==> config.mk <==
export PLATFORM = sky130hd
export DESIGN_NAME = button_click_decoder_flat
export DESIGN_NICKNAME = d
export VERILOG_FILES = /design/src/rtl/button_click_decoder_pkg.sv /design/src/rtl/button_click_decoder_if.sv /design/src/rtl/button_click_decoder_bcd.sv /design/src/rtl/button_click_decoder.sv /design/src/flat_wrapper.sv
export SDC_FILE = /design/constraint.sdc
export NUM_CORES = 1
export LEC_CHECK = 0
export CAP_MARGIN = 20
export CORE_MARGIN = 4
export CORE_UTILIZATION = 40
export CTS_CLUSTER_DIAMETER = 30
export DETAILED_ROUTE_END_ITERATION = 16
export HOLD_SLACK_MARGIN = 0.05
export MAX_ROUTING_LAYER = met4
export PLACE_DENSITY = 0.59
export SYNTH_ARGS = -nofsm -noshare
export SYNTH_HDL_FRONTEND = slang
export SYNTH_SLANG_ARGS = --single-unit
==> constraint.sdc <==
create_clock -name clk -period 6.3 [get_ports clk]
set_clock_uncertainty 0.1 [all_clocks]
set_input_delay 1.26 -clock clk [delete_from_list [all_inputs] [get_ports clk]]
set_output_delay 1.26 -clock clk [all_outputs]
set_load 0.01 [all_outputs]
==> src/rtl/button_click_decoder_pkg.sv <==
// Shared definitions for the button click decoder: FSM state encoding, window sizing and BCD widths.
package click_pkg;

    typedef enum logic [1:0] {
        S_IDLE  = 2'd0,
        S_WAIT2 = 2'd1,
        S_WAIT3 = 2'd2
    } state_t;

    localparam int SIM_WIN_CYC   = 64;
    localparam int BCD_DIGIT_W   = 4;
    localparam int BCD_DIGITS    = 2;
    localparam int BCD_W         = BCD_DIGIT_W * BCD_DIGITS;
    localparam int BCD_MAX_DIGIT = 9;

    // Inter-press window length in clock cycles; simulation builds use a short fixed window.
    function automatic int win_cycles(input int sim, input int clk_freq, input int window_ms);
        return (sim != 0) ? SIM_WIN_CYC : (clk_freq / 1000) * window_ms;
    endfunction

endpackage

==> src/rtl/button_click_decoder_if.sv <==
// Press input and decoded click outputs of the button click decoder.
interface button_click_decoder_if;
    logic                      press_in;
    logic                      single_click;
    logic                      double_click;
    logic                      triple_click;
    logic                      busy;
    logic [click_pkg::BCD_W-1:0] event_bcd;

    modport master (
        output press_in,
        input  single_click, double_click, triple_click, busy, event_bcd
    );

    modport slave (
        input  press_in,
        output single_click, double_click, triple_click, busy, event_bcd
    );
endinterface

==> src/rtl/button_click_decoder_bcd.sv <==
// Two-digit BCD event counter, 00..99 with wrap; one increment per asserted inc cycle.
module bcd_counter2
    import click_pkg::*;
(
    input  logic             clk,
    input  logic             reset,
    input  logic             inc,
    output logic [BCD_W-1:0] bcd
);

    localparam logic [BCD_DIGIT_W-1:0] DIGIT_MAX = BCD_DIGIT_W'(BCD_MAX_DIGIT);

    // carry[i] is the increment request arriving at digit i
    logic [BCD_DIGITS-1:0] carry;

    assign carry[0] = inc;

    generate
        for (genvar gi = 0; gi < BCD_DIGITS; gi++) begin : g_digit
            logic [BCD_DIGIT_W-1:0] digit_reg;

            always_ff @(posedge clk or negedge reset) begin
                if (!reset) begin
                    digit_reg <= '0;
                end else if (carry[gi]) begin
                    digit_reg <= (digit_reg == DIGIT_MAX) ? '0 : digit_reg + 1'b1;
                end
            end

            if (gi < BCD_DIGITS - 1) begin : g_carry
                assign carry[gi+1] = carry[gi] & (digit_reg == DIGIT_MAX);
            end

            assign bcd[gi*BCD_DIGIT_W +: BCD_DIGIT_W] = digit_reg;
        end
    endgenerate

endmodule

==> src/rtl/button_click_decoder.sv <==
// Classifies bursts of debounced presses into single/double (optionally triple) clicks and counts them.
// Define TRIPLE_CLICK_EN to add the third-press state and a functional triple_click output.
module button_click_decoder
    import click_pkg::*;
#(
    parameter int sim       = 0,
    parameter int CLK_FREQ  = 50_000_000,
    parameter int WINDOW_MS = 250
)(
    input  logic                  clk,
    input  logic                  reset,
    button_click_decoder_if.slave bus
);

    localparam int             WIN_CYC  = win_cycles(sim, CLK_FREQ, WINDOW_MS);
    localparam int             TW       = $clog2(WIN_CYC);
    localparam logic [TW-1:0]  WIN_LOAD = TW'(WIN_CYC - 1);

    state_t        state_reg, state_next;
    logic          press_d_reg;
    logic [TW-1:0] timer_reg;
    logic          busy_reg;
    logic          single_reg, double_reg;
    logic          press_evt, expire, load;
    logic          single_fire, double_fire, click_fire;

    assign press_evt = bus.press_in & ~press_d_reg;
    // A press landing on the last window cycle still belongs to the burst.
    assign expire    = (timer_reg == '0) & ~press_evt;

`ifdef TRIPLE_CLICK_EN
    logic triple_fire, triple_reg;
`endif

    always_comb begin
        state_next  = state_reg;
        load        = 1'b0;
        single_fire = 1'b0;
        double_fire = 1'b0;
`ifdef TRIPLE_CLICK_EN
        triple_fire = 1'b0;
`endif
        case (state_reg)
            S_IDLE: begin
                if (press_evt) begin
                    state_next = S_WAIT2;
                    load       = 1'b1;
                end
            end
            S_WAIT2: begin
                if (press_evt) begin
`ifdef TRIPLE_CLICK_EN
                    state_next = S_WAIT3;
                    load       = 1'b1;
`else
                    double_fire = 1'b1;
                    state_next  = S_IDLE;
`endif
                end else if (expire) begin
                    single_fire = 1'b1;
                    state_next  = S_IDLE;
                end
            end
`ifdef TRIPLE_CLICK_EN
            S_WAIT3: begin
                if (press_evt) begin
                    triple_fire = 1'b1;
                    state_next  = S_IDLE;
                end else if (expire) begin
                    double_fire = 1'b1;
                    state_next  = S_IDLE;
                end
            end
`endif
            default: state_next = S_IDLE;
        endcase
    end

`ifdef TRIPLE_CLICK_EN
    assign click_fire = single_fire | double_fire | triple_fire;
`else
    assign click_fire = single_fire | double_fire;
`endif

    always_ff @(posedge clk or negedge reset) begin
        if (!reset) begin
            state_reg   <= S_IDLE;
            press_d_reg <= 1'b0;
            timer_reg   <= '0;
            busy_reg    <= 1'b0;
            single_reg  <= 1'b0;
            double_reg  <= 1'b0;
`ifdef TRIPLE_CLICK_EN
            triple_reg  <= 1'b0;
`endif
        end else begin
            press_d_reg <= bus.press_in;
            state_reg   <= state_next;
            busy_reg    <= (state_next != S_IDLE);
            single_reg  <= single_fire;
            double_reg  <= double_fire;
`ifdef TRIPLE_CLICK_EN
            triple_reg  <= triple_fire;
`endif
            if (load) begin
                timer_reg <= WIN_LOAD;
            end else if (state_next == S_IDLE) begin
                timer_reg <= '0;
            end else if (timer_reg != '0) begin
                timer_reg <= timer_reg - 1'b1;
            end
        end
    end

    bcd_counter2 u_bcd (
        .clk   (clk),
        .reset (reset),
        .inc   (click_fire),
        .bcd   (bus.event_bcd)
    );

    assign bus.single_click = single_reg;
    assign bus.double_click = double_reg;
    assign bus.busy         = busy_reg;
`ifdef TRIPLE_CLICK_EN
    assign bus.triple_click = triple_reg;
`else
    assign bus.triple_click = 1'b0;
`endif

endmodule

==> src/flat_wrapper.sv <==
// flat-port wrapper written by rule: the top's interface ports become plain ports
module button_click_decoder_flat import click_pkg::*;
#(
    parameter int sim       = 0,
    parameter int CLK_FREQ  = 50_000_000,
    parameter int WINDOW_MS = 250
)
  (clk, reset, bus_press_in, bus_single_click, bus_double_click, bus_triple_click, bus_busy, bus_event_bcd);
  button_click_decoder_if bus_i ();
  input  logic clk;
  input  logic reset;
  input wire logic [$bits(bus_i.press_in)-1:0] bus_press_in;
  output wire logic [$bits(bus_i.single_click)-1:0] bus_single_click;
  output wire logic [$bits(bus_i.double_click)-1:0] bus_double_click;
  output wire logic [$bits(bus_i.triple_click)-1:0] bus_triple_click;
  output wire logic [$bits(bus_i.busy)-1:0] bus_busy;
  output wire logic [$bits(bus_i.event_bcd)-1:0] bus_event_bcd;
  assign bus_i.press_in = bus_press_in;
  assign bus_single_click = bus_i.single_click;
  assign bus_double_click = bus_i.double_click;
  assign bus_triple_click = bus_i.triple_click;
  assign bus_busy = bus_i.busy;
  assign bus_event_bcd = bus_i.event_bcd;
  button_click_decoder #(.sim(sim), .CLK_FREQ(CLK_FREQ), .WINDOW_MS(WINDOW_MS)) u_core (.clk(clk), .reset(reset), .bus(bus_i));
endmodule
* After elaboration in Yosys (flattened, before gate mapping)
Cells that the tools add are included.
** Operators by class
- Add/subtract/negate cells :: 3
- Equal/unequal tests :: 3
- Multiplexer cells :: 15
- Bitwise gates (word level) :: 6
- Reductions and logical operators :: 6
** Operators by type and width (count)
- two-way mux 24 bit :: 3
- logical NOT 24 bit :: 1
- nonzero test 24 bit :: 1
- subtractor 24 x 1 -> 24 bit, second input constant :: 1
- adder 4 x 1 -> 4 bit, second input constant :: 2
- == test 4 bit, second input constant :: 2
- two-way mux 4 bit :: 2
- two-way mux 1 bit :: 6
- two-way mux 2 bit :: 3
- logical NOT 2 bit :: 2
- one-hot mux 2 bit (2 select lines) :: 1
- AND 1 bit :: 3
- nonzero test 3 bit :: 1
- == test 2 x 1 -> 1 bit, second input constant :: 1
- inverter 1 bit :: 2
- nonzero test 2 bit :: 1
- bitwise OR 1 bit :: 1
** Word-level totals
- Flip-flop bits (word level) :: 38
- Input bits :: 3
- Output and inout bits :: 12
- Word-level logic and storage cells :: 41

* Logic depth before layout (Yosys ltp)
Gate-level depths: netlist of run 1.
- Word-level depth :: 10
- Depth in mapped cells :: 8
- Mapped depth without buffers :: 7

* Modules after synthesis
A second synthesis of run 1 with hierarchy kept.
** Second synthesis, totals
- Cell total of the unflattened synthesis :: 180
- Area, all modules :: 1873.0 sq um
** By module, submodules not included
- button_click_decoder :: times used 1, cells each 144, area an instance 1458.9 sq um, seq. area each 750.7 sq um
- bcd_counter2 :: times used 1, cells each 36, area an instance 414.1 sq um, seq. area each 200.2 sq um

* Worst setup path before layout of run 1
OpenSTA, ideal clock, no wires.
- Path type :: input to register
- Start :: input bus_press_in
- End :: register u_core.timer_reg[17]
- Setup time :: 82 ps
- Data arrival time :: 2094 ps
- Required time :: 6118 ps
- Path slack :: 4024 ps
- Cell stages on the path :: 5
- Buffers on the path :: 1
- Cells stage by stage :: nand2b_1 -> or3_1 -> clkbuf_1 -> and2_1 -> a31oi_1
** On the way
- Word-level cells in the longest chain between the ends :: 9
- Elaborated cells on any way between the ends :: 13
- Those cells by class :: 8 x mux; 3 x bitwise; 2 x reduce/logical
** RTL lines
- start, declared :: RTL line flat_wrapper.sv:12 : input wire logic [$bits(bus_i.press_in)-1:0] bus_press_in;
- AND 1 bit (*) :: RTL line button_click_decoder.sv:27 : assign press_evt = bus.press_in & ~press_d_reg;
- inverter 1 bit :: RTL line button_click_decoder.sv:29 : assign expire = (timer_reg == '0) & ~press_evt;
- AND 1 bit :: RTL line button_click_decoder.sv:29
- two-way mux 2 bit :: RTL line button_click_decoder.sv:59 : end else if (expire) begin
- two-way mux 2 bit :: RTL line button_click_decoder.sv:51 : if (press_evt) begin
- one-hot mux 2 bit (2 select lines) :: RTL line button_click_decoder.sv:43 : case (state_reg)
- logical NOT 2 bit :: RTL line button_click_decoder.sv:107 : end else if (state_next == S_IDLE) begin
- two-way mux 24 bit :: RTL line button_click_decoder.sv:107
- two-way mux 24 bit :: RTL line button_click_decoder.sv:105 : if (load) begin
- end signal, assigned :: RTL line button_click_decoder.sv:110 : timer_reg <= timer_reg - 1'b1;
- end, declared :: RTL line button_click_decoder.sv:21 : logic [TW-1:0] timer_reg;
Every way passes the cells marked *; elsewhere a longest branch is shown, timed or not.
A chain may end at the register's enable or synchronous reset.

* Worst setup path after layout of run 1
- Start :: register u_core.u_bcd.g_digit[0].digit_reg[1]
- End :: output bus_event_bcd[1]
** RTL lines
- start, declared :: RTL line button_click_decoder_bcd.sv:20 : logic [BCD_DIGIT_W-1:0] digit_reg;
- start signal, assigned :: RTL line button_click_decoder_bcd.sv:26 : digit_reg <= (digit_reg == DIGIT_MAX) ? '0 : digit_reg + 1'b1;
- end, declared :: RTL line flat_wrapper.sv:17 : output wire logic [$bits(bus_i.event_bcd)-1:0] bus_event_bcd;
No word-level cell between the ends.

==> results of run 1 <==
-- worst min path at each step --
stage	depth (start not counted)	slack, ps	endpoint	start
floorplan	1	390	u_core.timer_reg[0]$_DFFE_PN0P_	u_core.timer_reg[0]$_DFFE_PN0P_
global placement	1	380	u_core.u_bcd.g_digit[0].digit_reg[0]$_DFFE_PN0N_	u_core.u_bcd.g_digit[0].digit_reg[0]$_DFFE_PN0N_
detailed placement	1	400	u_core.u_bcd.g_digit[0].digit_reg[0]$_DFFE_PN0N_	u_core.u_bcd.g_digit[0].digit_reg[0]$_DFFE_PN0N_
CTS	1	410	u_core.u_bcd.g_digit[1].digit_reg[0]$_DFFE_PN0P_	u_core.u_bcd.g_digit[1].digit_reg[0]$_DFFE_PN0P_
global route	1	440	u_core.u_bcd.g_digit[1].digit_reg[0]$_DFFE_PN0P_	u_core.u_bcd.g_digit[1].digit_reg[0]$_DFFE_PN0P_
finish	1	410	u_core.u_bcd.g_digit[1].digit_reg[0]$_DFFE_PN0P_	u_core.u_bcd.g_digit[1].digit_reg[0]$_DFFE_PN0P_
-- cell usage in the layout (no fill, tap or decap), types with 2 or more instances in the layout --
| master | Yosys | final |
|---|---|---|
| sky130_fd_sc_hd__clkdlybuf4s50_1 | 0 | 13 |
| sky130_fd_sc_hd__o21ai_0 | 15 | 15 |
| sky130_fd_sc_hd__dfrtp_1 | 38 | 38 |
| sky130_fd_sc_hd__ha_1 | 2 | 2 |
| sky130_fd_sc_hd__o31ai_1 | 3 | 3 |
| sky130_fd_sc_hd__a21oi_1 | 4 | 4 |
| sky130_fd_sc_hd__nor3_1 | 13 | 13 |
| sky130_fd_sc_hd__conb_1 | 1 | 2 |
| sky130_fd_sc_hd__nand2_1 | 10 | 10 |
| sky130_fd_sc_hd__buf_4 | 1 | 2 |
| sky130_fd_sc_hd__or4_4 | 2 | 2 |
| sky130_fd_sc_hd__nor4_1 | 3 | 3 |
| sky130_fd_sc_hd__a21o_1 | 2 | 2 |
| sky130_fd_sc_hd__or3_1 | 4 | 4 |
| sky130_fd_sc_hd__o21a_1 | 3 | 3 |
| sky130_fd_sc_hd__nand2b_1 | 4 | 4 |
| sky130_fd_sc_hd__nor2_1 | 13 | 13 |
| sky130_fd_sc_hd__clkbuf_8 | 0 | 8 |
| sky130_fd_sc_hd__nor2b_1 | 4 | 4 |
| sky130_fd_sc_hd__or3_2 | 2 | 2 |
| sky130_fd_sc_hd__xor2_1 | 9 | 9 |
| sky130_fd_sc_hd__nand4_1 | 3 | 3 |
| sky130_fd_sc_hd__inv_1 | 4 | 4 |
| sky130_fd_sc_hd__xnor2_1 | 11 | 11 |
| sky130_fd_sc_hd__nand3b_1 | 4 | 4 |
| sky130_fd_sc_hd__nor3b_1 | 2 | 2 |
-- stage by stage --
| step | utilization | hold slack (ps) | std cells | power [mW] | worst slack [ps] |
|---|---|---|---|---|---|
| finish | 0.4809 | 411.5 | 246 | 0.6962 | 3558 |
| global route | 0.4809 | 437.0 | 246 | 0.7382 | 3495 |
| CTS | 0.4809 | 412.5 | 246 | 0.7017 | 3550 |
| detailed placement | 0.4558 | 399.1 | 238 | 0.5052 | 3256 |
| global placement | 0.4558 | 383.2 | 238 | 0.4990 | 3320 |
| floorplan | - | 386.2 | 178 | 0.4338 | 4024 |
-- report_power, final --
group	internal, mW	total [mW]	switching, mW
clock network	0.111	0.196	0.0855
logic	0.0962	0.190	0.0941
registers	0.273	0.310	0.0372
total	0.479	0.696	0.217
-- area by class of cell --
cell class                 instances  area, µm²
inverter                           4      15.01
clock buffer                       8      110.1
tap                               52      65.06
sequential                        38      950.9
fill                             383       2276
timing repair buffer              15      145.1
multi-input combinational        129      822.0
-- logic make-up after synthesis --
logic type	Yosys count	share of synthesized area
AOI/OAI and AO/OA	33	0.1123
other	1	0.002066
adders and majority gates	2	0.01378
buffers and inverters	11	0.02549
and+or+nand+nor	72	0.2260
xor gates and xnor gates	20	0.09649
DFF	38	0.5238
-- layer usage --
layer	vias to the layer above	GRT usage	routed length [µm]
met4	0	0.05437	59
met2	18	0.2378	1738
met3	6	0.04485	125
met5	-	-	0
li1	647	-	-
met1	637	0.1633	1521
==> flow_metrics.py, run 1 <==
metrics = {
    "status": {
        "outcome": "finished, final reports clean",
    },
    "synthesis": {
        "synth-seq-area-share": 0.5238,
        "yosys-top-cells-count": "38 x sky130_fd_sc_hd__dfrtp_1, 15 x sky130_fd_sc_hd__o21ai_0, 13 x sky130_fd_sc_hd__nor2_1, 13 x sky130_fd_sc_hd__nor3_1, 11 x sky130_fd_sc_hd__xnor2_1",
        "yosys.area.top_type_share": 0.5238,
        "ys_warn_count": 0,
        "yosysUniqueCellTypes": 41,
        "ys.flop_type": "sky130_fd_sc_hd__dfrtp_1",
        "synth.top_cells.by_area": "sky130_fd_sc_hd__dfrtp_1 52%, sky130_fd_sc_hd__xnor2_1 5.3%, sky130_fd_sc_hd__xor2_1 4.3%",
        "yosys.area.top_type": "sky130_fd_sc_hd__dfrtp_1",
        "synth_edf_count": 0,
        "yosys.cell_count.top_type": "sky130_fd_sc_hd__dfrtp_1",
        "synthArstFlopShare": 1.000,
        "post_synth_instance_area_um2": 1815,
        "syn_area_per_cell_um2": 10.26,
        "postSynthCellCount": 177,
        "yosys_register_bits": 38,
    },
    "setup_path": {
        "end_kind": "output port",
        "critical-path-max-stage-delay_ps": 590,
        "critPathRequiredTime_ps": 4940,
        "worstSetupPathType": "reg -> out",
        "cp_max_stage_cell": "sky130_fd_sc_hd__clkdlybuf4s50_1",
        "rr_startpoint": "u_core.timer_reg[17]$_DFFE_PN0P_",
        "crit_chain": "clkdlybuf4s50_1",
        "worst_path_dominant_cell_family": "buffers and inverters",
        "worst-path-stages": 1,
        "critPathLaunch": "u_core.u_bcd.g_digit[0].digit_reg[1]$_DFFE_PN0N_",
        "cp_data_arrival_time_ps": 1380,
        "crit_path_max_fanout": 10,
        "worst-path-buf-inv": 1,
        "reg2reg_slack_ps": 4010,
        "element_type_at_the_critical_path_start": "flop",
        "crit-reg2reg-capture": "u_core.timer_reg[23]$_DFFE_PN0P_",
        "r2r_cells": 5,
        "critical_path.endpoint": "bus_event_bcd[1]",
    },
    "global_routing": {
        "grt_usage": 0.1438,
        "grt_first_pass_wirelength_mm": 6.003,
        "grt.overflow.total": 0,
        "vias_in_the_first_global_route": 1330,
        "initial_antenna_violation_count": 0,
        "grt_max_degree": 23,
    },
    "clock_network": {
        "cts_sinks": 38,
        "post-cts-setup-buffer-count": 0,
        "clk_root_buffer_cell": "sky130_fd_sc_hd__clkbuf_8",
        "postCtsResizedCells": 0,
        "worst_setup_hold_path_clk_slew_ps": 70,
        "cts.hold.buffers_added": 0,
        "clk_path_buf_depth": 2,
        "cts_tree": "built",
        "cts.htree.levels": 2,
        "worstSkewPairLatency_ps": 290,
        "tritoncts.num_buffers": 5,
    },
    "sta": {
        "worst_slew_margin_rel": 0.4245,
        "share_of_the_clock_period_used_by_the_worst_path": 0.4353,
        "fin_tns_setup_ps": 0,
        "drv_slew": 0,
        "timing_hold_violations_final": 0,
        "timing.final.setup_violations": 0,
        "tightestPinTransition_ps": 860.5,
        "achievable-frequency_ghz": 0.3646,
        "timing.final.crit_period_ps": 2742,
        "grt_setup_unrepaired": "no",
    },
    "cells_and_area": {
        "stdcell_area_um2": 2108,
        "finalNetCount": 198,
        "largest_register_ff_count": 24,
        "diode_insertion_count_for_antenna_repair": 0,
        "post_route_cells_drive_above_1_share": 0.09278,
        "area.growth.synth_to_final_pct": 16.13,
    },
    "pwr": {
        "cellPowerDensity_nw_per_um2": 330.2,
        "power_leakage_nw": 0.9146,
        "vdd_drop_max_uv": 136.3,
    },
    "routing": {
        "post-route-drc-count": 0,
        "number_of_drc_markers_in_iteration_0": 63,
        "drt.antenna.violating_nets": 0,
        "routed-via-count": 1308,
        "totalWireLength_mm": 3.445,
        "drtPass1Iterations": 4,
        "routed_via_density": 5.317,
        "routed_wire_length_per_instance_um": 14.00,
    },
    "floorplanning": {
        "die_area_um2": 5681,
        "die_width_um": 75.37,
        "placeableCoreArea_um2": 4384,
        "std_cell_rows": 24,
        "floorplan.initialDensity": 0.4141,
        "io_pins": 15,
        "die_h_um": 75.37,
    },
    "placement": {
        "placement.cell_area_um2": 1998,
        "gp_congestion": 0.8122,
        "place_hpwl_mm": 2.434,
        "placement.io_buffers": 13,
    },
    "run": {
        "drv_cap": 0,
    },
    "hold_path": {
        "hold_path.class": "reg -> reg",
    },
}
No activity file was read; power rests on OpenSTA's default activity.
==> run 2: changes to the inputs <==
- PLACE_DENSITY: 0.59 -> 0.61
- clock period: 6.3 -> 2.4 ns (I/O delays scaled with it)
==> run 2 against run 1 <==
  * Total power increased to 2.5 times the previous value
  * Sequential power grew to 2.6 times the previous value
  * Flip-flop and latch count did not move
  * Largest cell class unchanged
  * Utilization is 0.086 points higher
  * Final area up 0.18%
  * Sequential share of layout area shrank 0.080 points
  * Final cell count is 1.2% higher
==> flow_metrics.py, run 2 (synthesis gave the netlist of run 1 again) <==
metrics = {
    "cells_and_area": {
        "area.growth.synth_to_final_pct": 16.33,
        "post_route_cells_drive_above_1_share": 0.1015,
        "layout_common_cells": "38 x sky130_fd_sc_hd__dfrtp_1, 15 x sky130_fd_sc_hd__o21ai_0, 13 x sky130_fd_sc_hd__nor3_1, 13 x sky130_fd_sc_hd__nor2_1, 13 x sky130_fd_sc_hd__clkdlybuf4s50_1",
        "finalNetCount": 201,
        "n_fill_cell": 408,
        "multi_input_area_um2": 822.0,
        "finalNonFillerCells": 249,
        "seq_area_um2": 950.9,
        "largest_register_ff_count": 24,
        "layout.cells.most_common": "sky130_fd_sc_hd__dfrtp_1",
        "diode_insertion_count_for_antenna_repair": 0,
    },
    "placement": {
        "placement.io_buffers": 13,
        "place_hpwl_mm": 2.377,
        "dp_slack_ps": 144.2,
        "gp_congestion": 0.7760,
        "placedCellCount": 241,
    },
    "setup_path": {
        "crit_path_max_fanout": 7,
        "critPathLaunch": "u_core.timer_reg[16]$_DFFE_PN0P_",
        "critical-path-max-stage-delay_ps": 550,
        "crit_path_frequent_cell": "sky130_fd_sc_hd__or4_4",
        "element_type_at_the_critical_path_start": "flop",
        "end_kind": "flop",
        "cp_max_stage_cell": "sky130_fd_sc_hd__or4_4",
        "rr_startpoint": "u_core.timer_reg[16]$_DFFE_PN0P_",
        "crit_chain": "or4_4, or3_4, or4_4, xor2_1, o21ai_2",
        "worstSetupPathType": "reg -> reg",
        "cp_data_arrival_time_ps": 2340,
        "worst-path-buf-inv": 0,
        "worst_path_dominant_cell_family": "simple AND/OR/NAND/NOR gates",
        "critPathRequiredTime_ps": 2470,
    },
    "sta": {
        "final_ws_setup_ps": 135.1,
        "achievable-frequency_ghz": 0.4415,
        "timing.final.setup_violations": 0,
        "timing.final.crit_period_ps": 2265,
        "fin_tns_setup_ps": 0,
        "hold_slack_ps": 396.7,
        "share_of_the_clock_period_used_by_the_worst_path": 0.9437,
        "timing_hold_violations_final": 0,
        "grt_setup_unrepaired": "no",
        "drv_slew": 0,
    },
    "clock_network": {
        "cts_tree": "built",
        "cts_sinks": 38,
        "cts.hold.buffers_added": 0,
        "tritoncts.num_buffers": 5,
        "worstSkewPairLatency_ps": 290,
        "worst_setup_hold_path_clk_slew_ps": 70,
        "postCtsResizedCells": 0,
        "post-cts-setup-buffer-count": 0,
        "clk_path_buf_depth": 2,
        "clk_root_buffer_cell": "sky130_fd_sc_hd__clkbuf_8",
        "cts.htree.levels": 2,
    },
    "global_routing": {
        "grt_max_degree": 39,
        "grt_first_pass_wirelength_mm": 5.589,
        "initial_antenna_violation_count": 0,
        "grt_usage": 0.1357,
        "vias_in_the_first_global_route": 1227,
        "grt.overflow.total": 0,
    },
    "floorplanning": {
        "floorplan.initialDensity": 0.4141,
        "std_cell_rows": 24,
        "die_width_um": 75.37,
        "placeableCoreArea_um2": 4384,
        "die_h_um": 75.37,
        "die_area_um2": 5681,
        "io_pins": 15,
    },
    "routing": {
        "totalWireLength_mm": 3.410,
        "drt.antenna.violating_nets": 0,
        "routed_via_density": 5.285,
        "number_of_drc_markers_in_iteration_0": 61,
        "drtPass1Iterations": 4,
        "routed-via-count": 1316,
        "post-route-drc-count": 0,
        "routed_wire_length_per_instance_um": 13.69,
    },
    "hold_path": {
        "hold_start": "u_core.u_bcd.g_digit[0].digit_reg[0]$_DFFE_PN0N_",
        "hold_path.class": "reg -> reg",
    },
    "pwr": {
        "cellPowerDensity_nw_per_um2": 835.6,
        "power_leakage_nw": 0.9184,
        "vdd_drop_max_uv": 437.6,
    },
    "status": {
        "outcome": "finished, final reports clean",
    },
    "run": {
        "drv_cap": 0,
    },
}
run 2: cell count changes in the layout (fill, tap and decap cells not counted), sizes merged:
cell / delta
clkinv: +1
clkbuf: -1
buf: +3
run 2: final timing paths:
| check | end | slack [ps] | depth (start not counted) |
|---|---|---|---|
| max | u_core.timer_reg[23]$_DFFE_PN0P_ | 140 | 5 |
| min in group asynchronous | u_core.u_bcd.g_digit[1].digit_reg[2]$_DFFE_PN0P_ | 520 | 2 |
| max reg2reg | u_core.timer_reg[23]$_DFFE_PN0P_ | 140 | 5 |
| min | u_core.u_bcd.g_digit[0].digit_reg[0]$_DFFE_PN0N_ | 400 | 1 |
| max in group asynchronous | u_core.timer_reg[17]$_DFFE_PN0P_ | 1350 | 2 |
| min reg2reg | u_core.u_bcd.g_digit[0].digit_reg[0]$_DFFE_PN0N_ | 400 | 1 |
run 2: worst reg2reg max path, delay by kind of cell, from the launching register on:
kind                      cells  cell delay [ps]
and+or+nand+nor               3             1390
DFF                           1              430
xor gates and xnor gates      1              170
AOI/OAI and AO/OA             1               60
run 2: area by class of cell:
type	instances	area share
inverter	4	0.007109
clock inverter	1	0.002370
timing repair buffer	18	0.07938
tap	52	0.03081
clock buffer	7	0.04088
multi-input combinational	129	0.3892
sequential	38	0.4502
run 2: routing by layer:
metal	track usage	up-vias	wire length [µm]
met5	-	-	0
met4	0.05243	0	54
met3	0.03958	6	126
li1	-	650	-
met2	0.2138	15	1605
met1	0.1646	645	1624
run 2: report_power, final:
| part | total [mW] | switching, mW | leakage (nW) | internal [mW] |
|---|---|---|---|---|
| Sequential | 0.813 | 0.0969 | 0.491 | 0.716 |
| Combinational | 0.505 | 0.247 | 0.379 | 0.258 |
| Clock | 0.447 | 0.215 | 0.0482 | 0.232 |
run 2: metrics by stage:
| stage | total power, mW | utilization | area, µm² |
|---|---|---|---|
| global route | 1.868 | 0.4817 | 2112 |
| floorplan | 1.139 | - | 1819 |
| finish | 1.765 | 0.4817 | 2112 |
| CTS | 1.789 | 0.4817 | 2112 |
| global placement | 1.316 | 0.4609 | 2021 |
| detailed placement | 1.331 | 0.4609 | 2021 |
==> run 3: changes to the inputs <==
- PLACE_DENSITY: 0.61 -> 0.59
- clock period: 2.4 -> 2.1 ns (I/O delays scaled with it)
==> run 3 against run 2 <==
  * The run now ends with setup timing left
  * Sequential power up 15%
  * Hold slack gained 12 ps
  * Via count grew 7.1%
  * Utilization is 4.1 points higher
  * Maximum frequency rose by 6.3%
  * Clock power up 7.6%
  * Global-route usage up 1.5 points
  * Largest cell class unchanged
  * Largest power group unchanged
==> flow_metrics.py, run 3 (synthesis gave the netlist of run 1 again) <==
metrics = {
    "cells_and_area": {
        "area.growth.synth_to_final_pct": 26.12,
        "layout.cells.most_common": "sky130_fd_sc_hd__dfrtp_1",
        "layout_common_cells": "38 x sky130_fd_sc_hd__dfrtp_1, 23 x sky130_fd_sc_hd__buf_4, 15 x sky130_fd_sc_hd__o21ai_0",
        "finalNetCount": 219,
        "post_route_cells_drive_above_1_share": 0.2160,
        "finalNonFillerCells": 265,
        "n_fill_cell": 396,
        "diode_insertion_count_for_antenna_repair": 0,
        "largest_register_ff_count": 24,
    },
    "setup_path": {
        "element_type_at_the_critical_path_start": "flop",
        "crit_path_frequent_cell": "sky130_fd_sc_hd__or4_4",
        "critical-path-max-stage-delay_ps": 530,
        "cp_max_stage_cell": "sky130_fd_sc_hd__or4_4",
        "crit_chain": "or4_4, or3_4, or4_4, xor2_2, o21ai_2",
        "end_kind": "flop",
        "crit_path_max_fanout": 2,
        "cp_data_arrival_time_ps": 2250,
        "r2r_cells": 5,
        "worstSetupPathType": "reg -> reg",
        "critPathRequiredTime_ps": 2210,
    },
    "run": {
        "drv_cap": 0,
    },
    "clock_network": {
        "clk_path_buf_depth": 2,
        "cts.htree.levels": 2,
        "tritoncts.num_buffers": 5,
        "cts_sinks": 38,
        "cts_tree": "built",
        "worst_setup_hold_path_clk_slew_ps": 70,
        "worstSkewPairLatency_ps": 280,
        "cts.hold.buffers_added": 0,
        "clk_root_buffer_cell": "sky130_fd_sc_hd__clkbuf_8",
    },
    "routing": {
        "number_of_drc_markers_in_iteration_0": 75,
        "drtPass1Iterations": 4,
        "post-route-drc-count": 0,
        "routed_wire_length_per_instance_um": 13.75,
        "routed-via-count": 1409,
        "met1Wirelength_mm": 1.656,
        "drt.antenna.violating_nets": 0,
        "routed_via_density": 5.317,
        "dr_wl_met2_mm": 1.832,
        "totalWireLength_mm": 3.643,
        "route.top_layer_used": "met4",
        "wl_met3_um": 105,
    },
    "pwr": {
        "vdd_drop_max_uv": 396.3,
        "power.combinational.fraction": 0.329,
        "power.internal_mw": 1.444,
        "power_frac_clock": 0.229,
        "power.switching_mw": 0.6587,
        "cellPowerDensity_nw_per_um2": 918.5,
        "power.share.sequential": 0.443,
        "power_leakage_nw": 1.015,
        "switching_share": 0.3132,
    },
    "floorplanning": {
        "std_cell_rows": 24,
        "io_pins": 15,
        "floorplan.initialDensity": 0.4141,
        "die_area_um2": 5681,
        "placeableCoreArea_um2": 4384,
        "die_h_um": 75.37,
        "die_width_um": 75.37,
    },
    "global_routing": {
        "grt.overflow.total": 0,
        "grt_first_pass_wirelength_mm": 6.272,
        "initial_antenna_violation_count": 0,
        "grt_max_degree": 39,
        "vias_in_the_first_global_route": 1400,
        "grt_usage": 0.1504,
    },
    "hold_path": {
        "hold_depth": 1,
        "hold_path.class": "reg -> reg",
    },
    "sta": {
        "timing.final.setup_violations": 1,
        "achievable-frequency_ghz": 0.4693,
        "final_ws_setup_ps": -30.71,
        "timing_hold_violations_final": 0,
        "fin_tns_setup_ps": -30.71,
        "share_of_the_clock_period_used_by_the_worst_path": 1.015,
        "drv_slew": 0,
        "timing.final.crit_period_ps": 2131,
        "grt_setup_unrepaired": "yes",
    },
    "placement": {
        "placement.io_buffers": 13,
        "placedCellCount": 256,
        "dp_slack_ps": -99.31,
        "place_hpwl_mm": 2.658,
        "gp_congestion": 0.8106,
    },
    "status": {
        "outcome": "finished with violations",
        "failed_checks": "setup timing",
    },
}
-- run 3: changes by cell type in the layout (fill, tap and decap cells not counted), sizes merged --
cell / before / now
buf: 5 / 23
clkbuf: 7 / 6
clkinv: 1 / 0
-- run 3: final timing paths --
path                            slack (ps)                                              from                                               end
worst max-delay path                   -30                  u_core.timer_reg[19]$_DFFE_PN0P_                  u_core.timer_reg[23]$_DFFE_PN0P_
worst min-delay path                   410  u_core.u_bcd.g_digit[0].digit_reg[0]$_DFFE_PN0N_  u_core.u_bcd.g_digit[0].digit_reg[0]$_DFFE_PN0N_
worst max register to register         -30                  u_core.timer_reg[19]$_DFFE_PN0P_                  u_core.timer_reg[23]$_DFFE_PN0P_
worst min register to register         410  u_core.u_bcd.g_digit[0].digit_reg[0]$_DFFE_PN0N_  u_core.u_bcd.g_digit[0].digit_reg[0]$_DFFE_PN0N_
max in group asynchronous             1110                                             reset                  u_core.timer_reg[16]$_DFFE_PN0P_
min in group asynchronous              450                                             reset  u_core.u_bcd.g_digit[1].digit_reg[0]$_DFFE_PN0P_
-- run 3: area by class of cell --
cell class                      instances  area (µm²)  area share
Timing Repair Buffer                   36       302.8      0.1322
Clock buffer                            6       82.58     0.03607
Multi-Input combinational cell        129       873.3      0.3814
Sequential cell                        38       950.9      0.4153
Inverter                                4       15.01    0.006557
Tap cell                               52       65.06     0.02842
-- run 3: power groups by stage --
stage                     Sequential (mW)  Clock (mW)  Combinational, mW
after global placement              0.928           0              0.637
after detailed placement            0.940           0              0.649
after CTS                           0.926       0.503              0.659
after floorplan                     0.948           0              0.353
final                               0.931       0.481              0.691
after global routing                0.945       0.540              0.767
-- run 3: worst max-delay path: cells and delay by family, from the launching register on --
kind / cells / cell delay (ps)
AO/OA/AOI/OAI: 1 / 110
XOR/XNOR: 1 / 160
flip-flops: 1 / 380
AND/OR/NAND/NOR: 3 / 1310
-- run 3: through the flow --
step / instance area (µm²) / power, mW / util / hold slack (ps)
CTS: 2230 / 2.087 / 0.5086 / 395.4
floorplan: 1819 / 1.301 / - / 24.41
global placement: 2133 / 1.566 / 0.4866 / 376.5
detailed placement: 2133 / 1.589 / 0.4866 / 386.2
finish: 2290 / 2.103 / 0.5223 / 408.8
global route: 2290 / 2.252 / 0.5223 / 431.9
-- run 3: metal layers --
layer  track usage  vias up
met5             -        -
met4       0.04660        0
met3       0.03562        5
met2        0.2474       16
met1        0.1837      701
li1              -      687
-- run 3: what timing repair did --
action,in CTS,in global routing
pin swaps,0,4
setup buffers,0,3
setup endpoints to repair,6,27
resized for setup,3,9
